[config.mk]
export PLATFORM = sky130hd
export DESIGN_NAME = ex_stage
export DESIGN_NICKNAME = d
export VERILOG_FILES = /design/src/rtl/scu_pkg.sv /design/src/rtl/scu_alu.sv /design/src/rtl/ex_stage.sv
export SDC_FILE = /design/constraint.sdc
export NUM_CORES = 1
export LEC_CHECK = 0
export BUFFER_PORTS_ARGS = -buffer_cell sky130_fd_sc_hd__buf_2
export CAP_MARGIN = 10
export CORE_ASPECT_RATIO = 0.5
export CORE_MARGIN = 2
export CORE_UTILIZATION = 48
export CTS_CLUSTER_SIZE = 28
export DETAILED_ROUTE_END_ITERATION = 10
export PLACE_DENSITY = 0.88
export SETUP_SLACK_MARGIN = 0.5
export SKIP_CTS_REPAIR_TIMING = 1
export SLEW_MARGIN = 40
export SYNTH_ARGS = -nofsm -noshare
export SYNTH_HDL_FRONTEND = slang
export SYNTH_SLANG_ARGS = --single-unit
[constraint.sdc]
create_clock -name clk -period 3.05 [get_ports clk]
set_input_delay 0.1525 -clock clk [delete_from_list [all_inputs] [get_ports clk]]
set_output_delay 0.1525 -clock clk [all_outputs]
set_load 0.005 [all_outputs]
[src/rtl/scu_pkg.sv]
// Shared definitions for the SCU pipeline: default widths, ALU opcodes and
// the predicate that tells which opcodes update the condition flags.
package scu_pkg;
    localparam int DW_DEF = 32;
    localparam int RW_DEF = 6;

    localparam logic [3:0] OP_PASS = 4'b0000;
    localparam logic [3:0] OP_ADD  = 4'b0001;
    localparam logic [3:0] OP_SUB  = 4'b0010;
    localparam logic [3:0] OP_NEG  = 4'b0011;
    localparam logic [3:0] OP_INC  = 4'b0100;
    localparam logic [3:0] OP_NOP  = 4'b1111;

    function automatic logic sets_flags(input logic [3:0] op);
        return (op == OP_ADD) || (op == OP_SUB) || (op == OP_NEG) || (op == OP_INC);
    endfunction
endpackage

[src/rtl/scu_alu.sv]
// Combinational SCU ALU: result plus the zero/negative indications for it.
module scu_alu
    import scu_pkg::*;
#(
    parameter int DW = DW_DEF
) (
    input  logic [3:0]    op,
    input  logic [DW-1:0] a,
    input  logic [DW-1:0] b,
    output logic [DW-1:0] result,
    output logic          zero,
    output logic          neg
);
    always_comb begin
        result = '0;
        case (op)
            OP_PASS: result = b;
            OP_ADD:  result = a + b;
            OP_SUB:  result = a - b;
            OP_NEG:  result = '0 - a;
            OP_INC:  result = a + {{(DW-1){1'b0}}, 1'b1};
            default: result = '0;
        endcase
    end

    assign zero = (result == '0);
    assign neg  = result[DW-1];
endmodule

[src/rtl/ex_stage.sv]
// SCU execute stage: ALU, Z/N flags, branch resolution with wrong-path
// squashing, and the EX/MEM pipeline register.
module ex_stage
    import scu_pkg::*;
#(
    parameter int DW     = DW_DEF,
    parameter int RW     = RW_DEF,
    parameter int SQUASH = 2
) (
    input  logic          clk,
    input  logic          rst_n,
    input  logic          stall,
    input  logic          MemWrite,
    input  logic          MemRead,
    input  logic          JumpMem,
    input  logic          Jump,
    input  logic          BranchZero,
    input  logic          BranchNeg,
    input  logic          PCtoReg,
    input  logic          MemToReg,
    input  logic          RegWrite,
    input  logic          ALUMux,
    input  logic [3:0]    ALUOP,
    input  logic [DW-1:0] rs,
    input  logic [DW-1:0] rt,
    input  logic [RW-1:0] rd,
    input  logic [DW-1:0] adder,
    input  logic [DW-1:0] signExtend,
    output logic          mem_valid,
    output logic          MemWrite_m,
    output logic          MemRead_m,
    output logic          JumpMem_m,
    output logic          PCtoReg_m,
    output logic          MemToReg_m,
    output logic          RegWrite_m,
    output logic [DW-1:0] alu_result,
    output logic [DW-1:0] store_data,
    output logic [RW-1:0] rd_m,
    output logic [DW-1:0] pc_plus_m,
    output logic          redirect,
    output logic [DW-1:0] redirect_target,
    output logic          flag_z,
    output logic          flag_n
);
    localparam int CW = $clog2(SQUASH + 1);

    logic [DW-1:0] op_b, alu_res;
    logic          alu_zero, alu_neg, live, taken;

    logic          valid_q, valid_d;
    logic [5:0]    ctrl_q, ctrl_d;
    logic [DW-1:0] alu_q, alu_d, sdata_q, sdata_d, pc_q, pc_d, tgt_q, tgt_d;
    logic [RW-1:0] rd_q, rd_d;
    logic          redir_q, redir_d, z_q, z_d, n_q, n_d;
    logic [CW-1:0] cnt_q, cnt_d;

    assign op_b = ALUMux ? signExtend : rt;

    scu_alu #(.DW(DW)) u_alu (
        .op     (ALUOP),
        .a      (rs),
        .b      (op_b),
        .result (alu_res),
        .zero   (alu_zero),
        .neg    (alu_neg)
    );

    assign live  = (cnt_q == '0);
    // Branches test the flags left by the previous flag-setting instruction.
    assign taken = Jump | (BranchZero & z_q) | (BranchNeg & n_q);

    always_comb begin
        valid_d = valid_q;
        ctrl_d  = ctrl_q;
        alu_d   = alu_q;
        sdata_d = sdata_q;
        rd_d    = rd_q;
        pc_d    = pc_q;
        redir_d = redir_q;
        tgt_d   = tgt_q;
        z_d     = z_q;
        n_d     = n_q;
        cnt_d   = cnt_q;
        if (!stall) begin
            valid_d = live;
            ctrl_d  = {MemWrite, MemRead, JumpMem, PCtoReg, MemToReg, RegWrite} & {6{live}};
            alu_d   = alu_res;
            sdata_d = rt;
            rd_d    = rd;
            pc_d    = adder;
            redir_d = 1'b0;
            if (live) begin
                if (sets_flags(ALUOP)) begin
                    z_d = alu_zero;
                    n_d = alu_neg;
                end
                if (taken) begin
                    redir_d = 1'b1;
                    tgt_d   = rs;
                    cnt_d   = CW'(SQUASH);
                end
            end else begin
                cnt_d = cnt_q - CW'(1);
            end
        end
    end

    always_ff @(posedge clk or negedge rst_n) begin
        if (!rst_n) begin
            valid_q <= 1'b0;
            ctrl_q  <= '0;
            alu_q   <= '0;
            sdata_q <= '0;
            rd_q    <= '0;
            pc_q    <= '0;
            redir_q <= 1'b0;
            tgt_q   <= '0;
            z_q     <= 1'b0;
            n_q     <= 1'b0;
            cnt_q   <= '0;
        end else begin
            valid_q <= valid_d;
            ctrl_q  <= ctrl_d;
            alu_q   <= alu_d;
            sdata_q <= sdata_d;
            rd_q    <= rd_d;
            pc_q    <= pc_d;
            redir_q <= redir_d;
            tgt_q   <= tgt_d;
            z_q     <= z_d;
            n_q     <= n_d;
            cnt_q   <= cnt_d;
        end
    end

    assign mem_valid = valid_q;
    assign {MemWrite_m, MemRead_m, JumpMem_m, PCtoReg_m, MemToReg_m, RegWrite_m} = ctrl_q;
    assign alu_result      = alu_q;
    assign store_data      = sdata_q;
    assign rd_m            = rd_q;
    assign pc_plus_m       = pc_q;
    assign redirect        = redir_q;
    assign redirect_target = tgt_q;
    assign flag_z          = z_q;
    assign flag_n          = n_q;
endmodule

==> impl_results.html <==
<table>
<tr><th>Metric</th><th>Value</th></tr>
<tr><th colspan="2">Clock tree</th></tr>
<tr><td>TritonCTS sink count</td><td>146</td></tr>
<tr><td>Number of levels in the clock H-tree</td><td>4</td></tr>
<tr><td>Num CTS Buffers</td><td>17</td></tr>
<tr><td>Latest clock arrival within the worst-skew pair</td><td>between 400 and 500 ps</td></tr>
<tr><td>Max Root-Sink Buffers</td><td>2</td></tr>
<tr><td>CTS tree</td><td>yes</td></tr>
<tr><td>Clock transition at the registers of the reported paths</td><td>70 ps</td></tr>
<tr><td>Root cell of the clock tree</td><td>sky130_fd_sc_hd__clkbuf_16</td></tr>
<tr><th colspan="2">Cells and area</th></tr>
<tr><td>Post-route non-filler standard cell count</td><td>~2000</td></tr>
<tr><td>Fin area</td><td>about 16000 µm²</td></tr>
<tr><td>Share of cells above drive strength 1</td><td>0.5477</td></tr>
<tr><td>Layout overhead on the synthesized area</td><td>64.82%</td></tr>
<tr><td>Count of nets after finishing</td><td>1889</td></tr>
<tr><th colspan="2">STA</th></tr>
<tr><td>Max-Slew Margin vs Limit</td><td>0.4183</td></tr>
<tr><td>Period minus WS final</td><td>between 4000 and 5000 ps</td></tr>
<tr><td>Final Hold Slack</td><td>-41.15 ps</td></tr>
<tr><td>Final Hold Fails</td><td>8</td></tr>
<tr><td>Worst clock skew</td><td>roughly 8.0 ps</td></tr>
<tr><td>Final WS setup</td><td>-1627 ps</td></tr>
<tr><td>Number of pins exceeding their max-slew limit in the final report</td><td>0</td></tr>
<tr><td>Maximum clock rate</td><td>~210 MHz</td></tr>
<tr><td>Total of endpoints with negative setup slack in the final report</td><td>26</td></tr>
<tr><td>Period Utilization, post-route</td><td>1.533</td></tr>
<tr><td>Tightest Pin Transition</td><td>roughly 870 ps</td></tr>
<tr><td>RSZ-0062 raised after global routing</td><td>yes</td></tr>
<tr><th colspan="2">Route</th></tr>
<tr><td>Drt wl/cell</td><td>~24 µm</td></tr>
<tr><td>Post-detailed-route via-to-cell ratio</td><td>roughly 6.4</td></tr>
<tr><td>Number of remaining DRC errors</td><td>0</td></tr>
<tr><td>DRT antenna net count</td><td>0</td></tr>
<tr><td>Router iterations before antenna repair</td><td>7</td></tr>
<tr><td>Initial drt markers</td><td>between 1500 and 2000</td></tr>
<tr><td>Via count</td><td>between 10000 and 15000</td></tr>
<tr><td>Post-detailed-routing wire length</td><td>about 47 mm</td></tr>
<tr><th colspan="2">Die</th></tr>
<tr><td>Die Footprint</td><td>22050 µm²</td></tr>
<tr><td>Site Rows</td><td>37</td></tr>
<tr><td>Total core area</td><td>between 20000 and 25000 µm²</td></tr>
<tr><td>Horizontal die dimension</td><td>around 210 µm</td></tr>
<tr><td>Y dimension of the die</td><td>~110 µm</td></tr>
<tr><td>Starting density of the core</td><td>0.4882</td></tr>
<tr><td>IO Pins</td><td>roughly 300</td></tr>
<tr><th colspan="2">Synthesis</th></tr>
<tr><td>Number of instances in the synthesized netlist</td><td>a little over 1000</td></tr>
<tr><td>Post-synthesis register bit count</td><td>146</td></tr>
<tr><td>Primary FF master, synth</td><td>sky130_fd_sc_hd__dfrtp_1</td></tr>
<tr><td>Average cell area after synthesis</td><td>around 9.7 µm²</td></tr>
<tr><td>Post-synthesis cell area</td><td>around 10000 µm²</td></tr>
<tr><td>Synthesized net count</td><td>approximately 1200</td></tr>
<tr><td>Post-synth cell types</td><td>between 60 and 70</td></tr>
<tr><td>Sequential fraction of the synthesis area</td><td>0.3657</td></tr>
<tr><td>Number of flops mapped to enable cells by yosys</td><td>0</td></tr>
<tr><td>Count of yosys warnings during synthesis</td><td>0</td></tr>
<tr><td>Share of synthesized registers carrying an async set or reset</td><td>1.000</td></tr>
<tr><th colspan="2">GRT</th></tr>
<tr><td>Total global-route track usage</td><td>0.3437</td></tr>
<tr><td>Number of global-route vias before repair</td><td>11150</td></tr>
<tr><td>GR Overflow Total</td><td>0</td></tr>
<tr><td>Pin count of the biggest net entering global routing</td><td>78</td></tr>
<tr><td>Global-route wire length before repair</td><td>59.37 mm</td></tr>
<tr><td>Initial antenna violation count</td><td>1</td></tr>
<tr><th colspan="2">Place</th></tr>
<tr><td>Buffers added on ports</td><td>around 300</td></tr>
<tr><td>Pre-CTS setup slack</td><td>-1835 ps</td></tr>
<tr><td>Routability congestion estimate</td><td>between 1 and 1.5</td></tr>
<tr><td>Half-perimeter wire length after placement</td><td>just over 30 mm</td></tr>
<tr><td>Placed cell area</td><td>14250 µm²</td></tr>
<tr><td>Cell total after placement</td><td>about 1900</td></tr>
<tr><th colspan="2">Critical path</th></tr>
<tr><td>Worst stage delay on the critical path</td><td>~610 ps</td></tr>
<tr><td>CP cell instances</td><td>buf_2 -&gt; nor3_1 -&gt; a22o_1 -&gt; nand4_1 -&gt; or3_4 -&gt; nor2_4 -&gt; a21oi_2 -&gt; xor2_1 -&gt; nor2_1 -&gt; ha_1 -&gt; buf_4 -&gt; buf_6 -&gt; nand2_1 -&gt; o21a_1 -&gt; o21a_1 -&gt; o22ai_1 -&gt; a221oi_2 -&gt; o211ai_1 -&gt; or4_4 -&gt; nor4_4 -&gt; nand4_1 -&gt; o31ai_2</td></tr>
<tr><td>Critical Path Source Type</td><td>input pin</td></tr>
<tr><td>Start-to-end type of the worst setup path</td><td>input pin to register</td></tr>
<tr><td>Endpoint type of the worst setup path</td><td>register</td></tr>
<tr><td>Worst reg-to-reg path cell count</td><td>11</td></tr>
<tr><td>CP max FO</td><td>3</td></tr>
<tr><td>Required @ worst endpoint</td><td>3430 ps</td></tr>
<tr><td>Slowest cell on the critical path</td><td>sky130_fd_sc_hd__or4_4</td></tr>
<tr><td>Arrival time at the worst endpoint</td><td>between 5000 and 6000 ps</td></tr>
<tr><th colspan="2">Min path</th></tr>
<tr><td>Path category of the worst min-delay check</td><td>input pin to register</td></tr>
<tr><td>Worst hold path cell count</td><td>3</td></tr>
<tr><th colspan="2">Run</th></tr>
<tr><td>Total of max-cap violations</td><td>0</td></tr>
<tr><th colspan="2">Pwr</th></tr>
<tr><td>Maximum resistive drop on vdd</td><td>about 0.59 mV</td></tr>
<tr><td>Leak Pwr</td><td>7.948 nW</td></tr>
<tr><td>Ratio of total power to cell area</td><td>517.1 nW/µm²</td></tr>
<tr><th colspan="2">Run status</th></tr>
<tr><td>Run status</td><td>finished with violations</td></tr>
<tr><td>Violations in the final reports</td><td>negative hold slack, negative setup slack</td></tr>
</table>
layout make-up:
type | count | area [µm²]
sequential | 146 | 3654
tap | 273 | 341.6
fill | 1133 | 3998
antenna | 1 | 2.502
timing repair buffer | 708 | 4895
clock inverter | 11 | 150.1
multi-input combinational | 802 | 6873
clock buffer | 20 | 466.7
inverter | 22 | 82.58
worst max-delay path, delay by kind of cell:
family | cells | cell delay [ps]
AO/OA/AOI/OAI | 8 | 1650
XOR/XNOR | 1 | 150
adder cells (fa/ha/maj) | 1 | 270
buffers and inverters | 3 | 370
AND/OR/NAND/NOR | 9 | 2470
cells by family after synthesis:
group | share of synthesized area
AO/OA/AOI/OAI | 0.1528
XOR/XNOR | 0.06050
adder cells (fa/ha/maj) | 0.05210
buffers and inverters | 0.03106
flip-flops | 0.3657
multiplexers | 0.1890
AND/OR/NAND/NOR | 0.1488
power by group:
group	internal [mW]	leakage (nW)	switching (mW)
logic	1.82	5.87	1.78
clock network	1.35	0.299	0.940
registers	2.37	1.78	0.248
total	5.54	7.95	2.97
synthesized netlist by cell type, types with 3 or more instances:
| master | n | area, µm² |
|---|---|---|
| sky130_fd_sc_hd__nor3_1 | 28 | 140.1 |
| sky130_fd_sc_hd__nor3b_1 | 3 | 22.52 |
| sky130_fd_sc_hd__a21o_1 | 19 | 142.6 |
| sky130_fd_sc_hd__o41ai_1 | 5 | 43.79 |
| sky130_fd_sc_hd__a221o_1 | 4 | 40.04 |
| sky130_fd_sc_hd__o31ai_1 | 8 | 60.06 |
| sky130_fd_sc_hd__o211ai_1 | 8 | 60.06 |
| sky130_fd_sc_hd__and3_1 | 5 | 31.28 |
| sky130_fd_sc_hd__a211oi_1 | 9 | 67.56 |
| sky130_fd_sc_hd__and2_1 | 4 | 25.02 |
| sky130_fd_sc_hd__nand3b_1 | 5 | 37.54 |
| sky130_fd_sc_hd__nand3_1 | 20 | 100.1 |
| sky130_fd_sc_hd__dfrtp_1 | 146 | 3654 |
| sky130_fd_sc_hd__a211o_1 | 4 | 35.03 |
| sky130_fd_sc_hd__a31oi_1 | 12 | 75.07 |
| sky130_fd_sc_hd__o21ai_0 | 45 | 225.2 |
| sky130_fd_sc_hd__mux2_2 | 133 | 1498 |
| sky130_fd_sc_hd__or2_2 | 7 | 43.79 |
| sky130_fd_sc_hd__ha_1 | 40 | 500.5 |
| sky130_fd_sc_hd__o21a_1 | 10 | 75.07 |
| sky130_fd_sc_hd__nor4b_1 | 3 | 26.28 |
| sky130_fd_sc_hd__nand4b_1 | 4 | 35.03 |
| sky130_fd_sc_hd__o22ai_1 | 15 | 93.84 |
| sky130_fd_sc_hd__or4_1 | 11 | 82.58 |
| sky130_fd_sc_hd__or3_1 | 19 | 118.9 |
| sky130_fd_sc_hd__a21oi_1 | 55 | 275.3 |
| sky130_fd_sc_hd__xnor2_1 | 36 | 315.3 |
| sky130_fd_sc_hd__nor2_1 | 74 | 277.8 |
| sky130_fd_sc_hd__inv_1 | 22 | 82.58 |
| sky130_fd_sc_hd__o221ai_1 | 7 | 61.31 |
| sky130_fd_sc_hd__buf_1 | 10 | 37.54 |
| sky130_fd_sc_hd__xor2_1 | 33 | 289.0 |
| sky130_fd_sc_hd__a221oi_1 | 4 | 35.03 |
| sky130_fd_sc_hd__nand2_1 | 62 | 232.7 |
| sky130_fd_sc_hd__nand2b_1 | 5 | 31.28 |
| sky130_fd_sc_hd__clkbuf_1 | 48 | 180.2 |
| sky130_fd_sc_hd__nor4_1 | 12 | 75.07 |
| sky130_fd_sc_hd__nand4_1 | 16 | 100.1 |
| sky130_fd_sc_hd__mux2i_1 | 39 | 390.4 |
routing by layer:
metal	up-vias	track usage	wire, µm
met4	0	0.1408	3765
met3	400	0.06706	5164
met5	-	0	0
met1	5995	0.4378	16960
li1	5178	-	-
met2	1053	0.5781	21550
per-stage QoR:
stage	total power [mW]	utilization	hold WS (ps)	TNS [ps]
3_3_place_gp	5.473	0.6943	384.6	-24460
2_1_floorplan	4.002	-	-143.1	-13950
4_1_cts	7.892	0.7264	-306.2	-15760
6_report	8.514	0.8046	-41.15	-20480
3_5_place_dp	5.623	0.6963	168.6	-28420
5_1_grt	8.810	0.8046	-8.674	-21470
placed cells by master, fill, tap and decap left out, types with 18 or more instances in the layout:
master	synthesis	routed
sky130_fd_sc_hd__dlygate4sd3_1	0	54
sky130_fd_sc_hd__buf_2	2	289
sky130_fd_sc_hd__mux2_2	133	125
sky130_fd_sc_hd__xnor2_1	36	32
sky130_fd_sc_hd__a21o_1	19	18
sky130_fd_sc_hd__dfrtp_1	146	146
sky130_fd_sc_hd__inv_1	22	22
sky130_fd_sc_hd__nand2_1	62	60
sky130_fd_sc_hd__mux2i_1	39	33
sky130_fd_sc_hd__o21ai_0	45	28
sky130_fd_sc_hd__nor3_1	28	24
sky130_fd_sc_hd__nor2_1	74	66
sky130_fd_sc_hd__ha_1	40	36
sky130_fd_sc_hd__xor2_1	33	31
sky130_fd_sc_hd__a21oi_1	55	43
sky130_fd_sc_hd__buf_6	0	20
sky130_fd_sc_hd__clkbuf_16	0	18
sky130_fd_sc_hd__buf_4	0	337
sequential cells by signal, indices dropped and copies added (netlist names):
| register | cells |
|---|---|
| rd_m | 6 |
| cnt_q | 2 |
| flag_z | 1 |
| alu_result | 32 |
| store_data | 32 |
| ctrl_q | 6 |
| pc_plus_m | 32 |
| flag_n | 1 |
| mem_valid | 1 |
| redirect_target | 32 |
| redirect | 1 |
path summary, 6_finish.rpt:
path | from | endpoint | slack, ps
setup reg to reg | cnt_q[0] | flag_z | -80
min in group asynchronous | rst_n | store_data[8] | 270
hold reg to reg | ctrl_q[4] | ctrl_q[4] | 490
setup / recovery | signExtend[5] | flag_z | -1630
hold / removal | MemWrite | ctrl_q[5] | -40
max in group asynchronous | rst_n | pc_plus_m[4] | 1780
No activity file was read; power rests on OpenSTA's default activity.
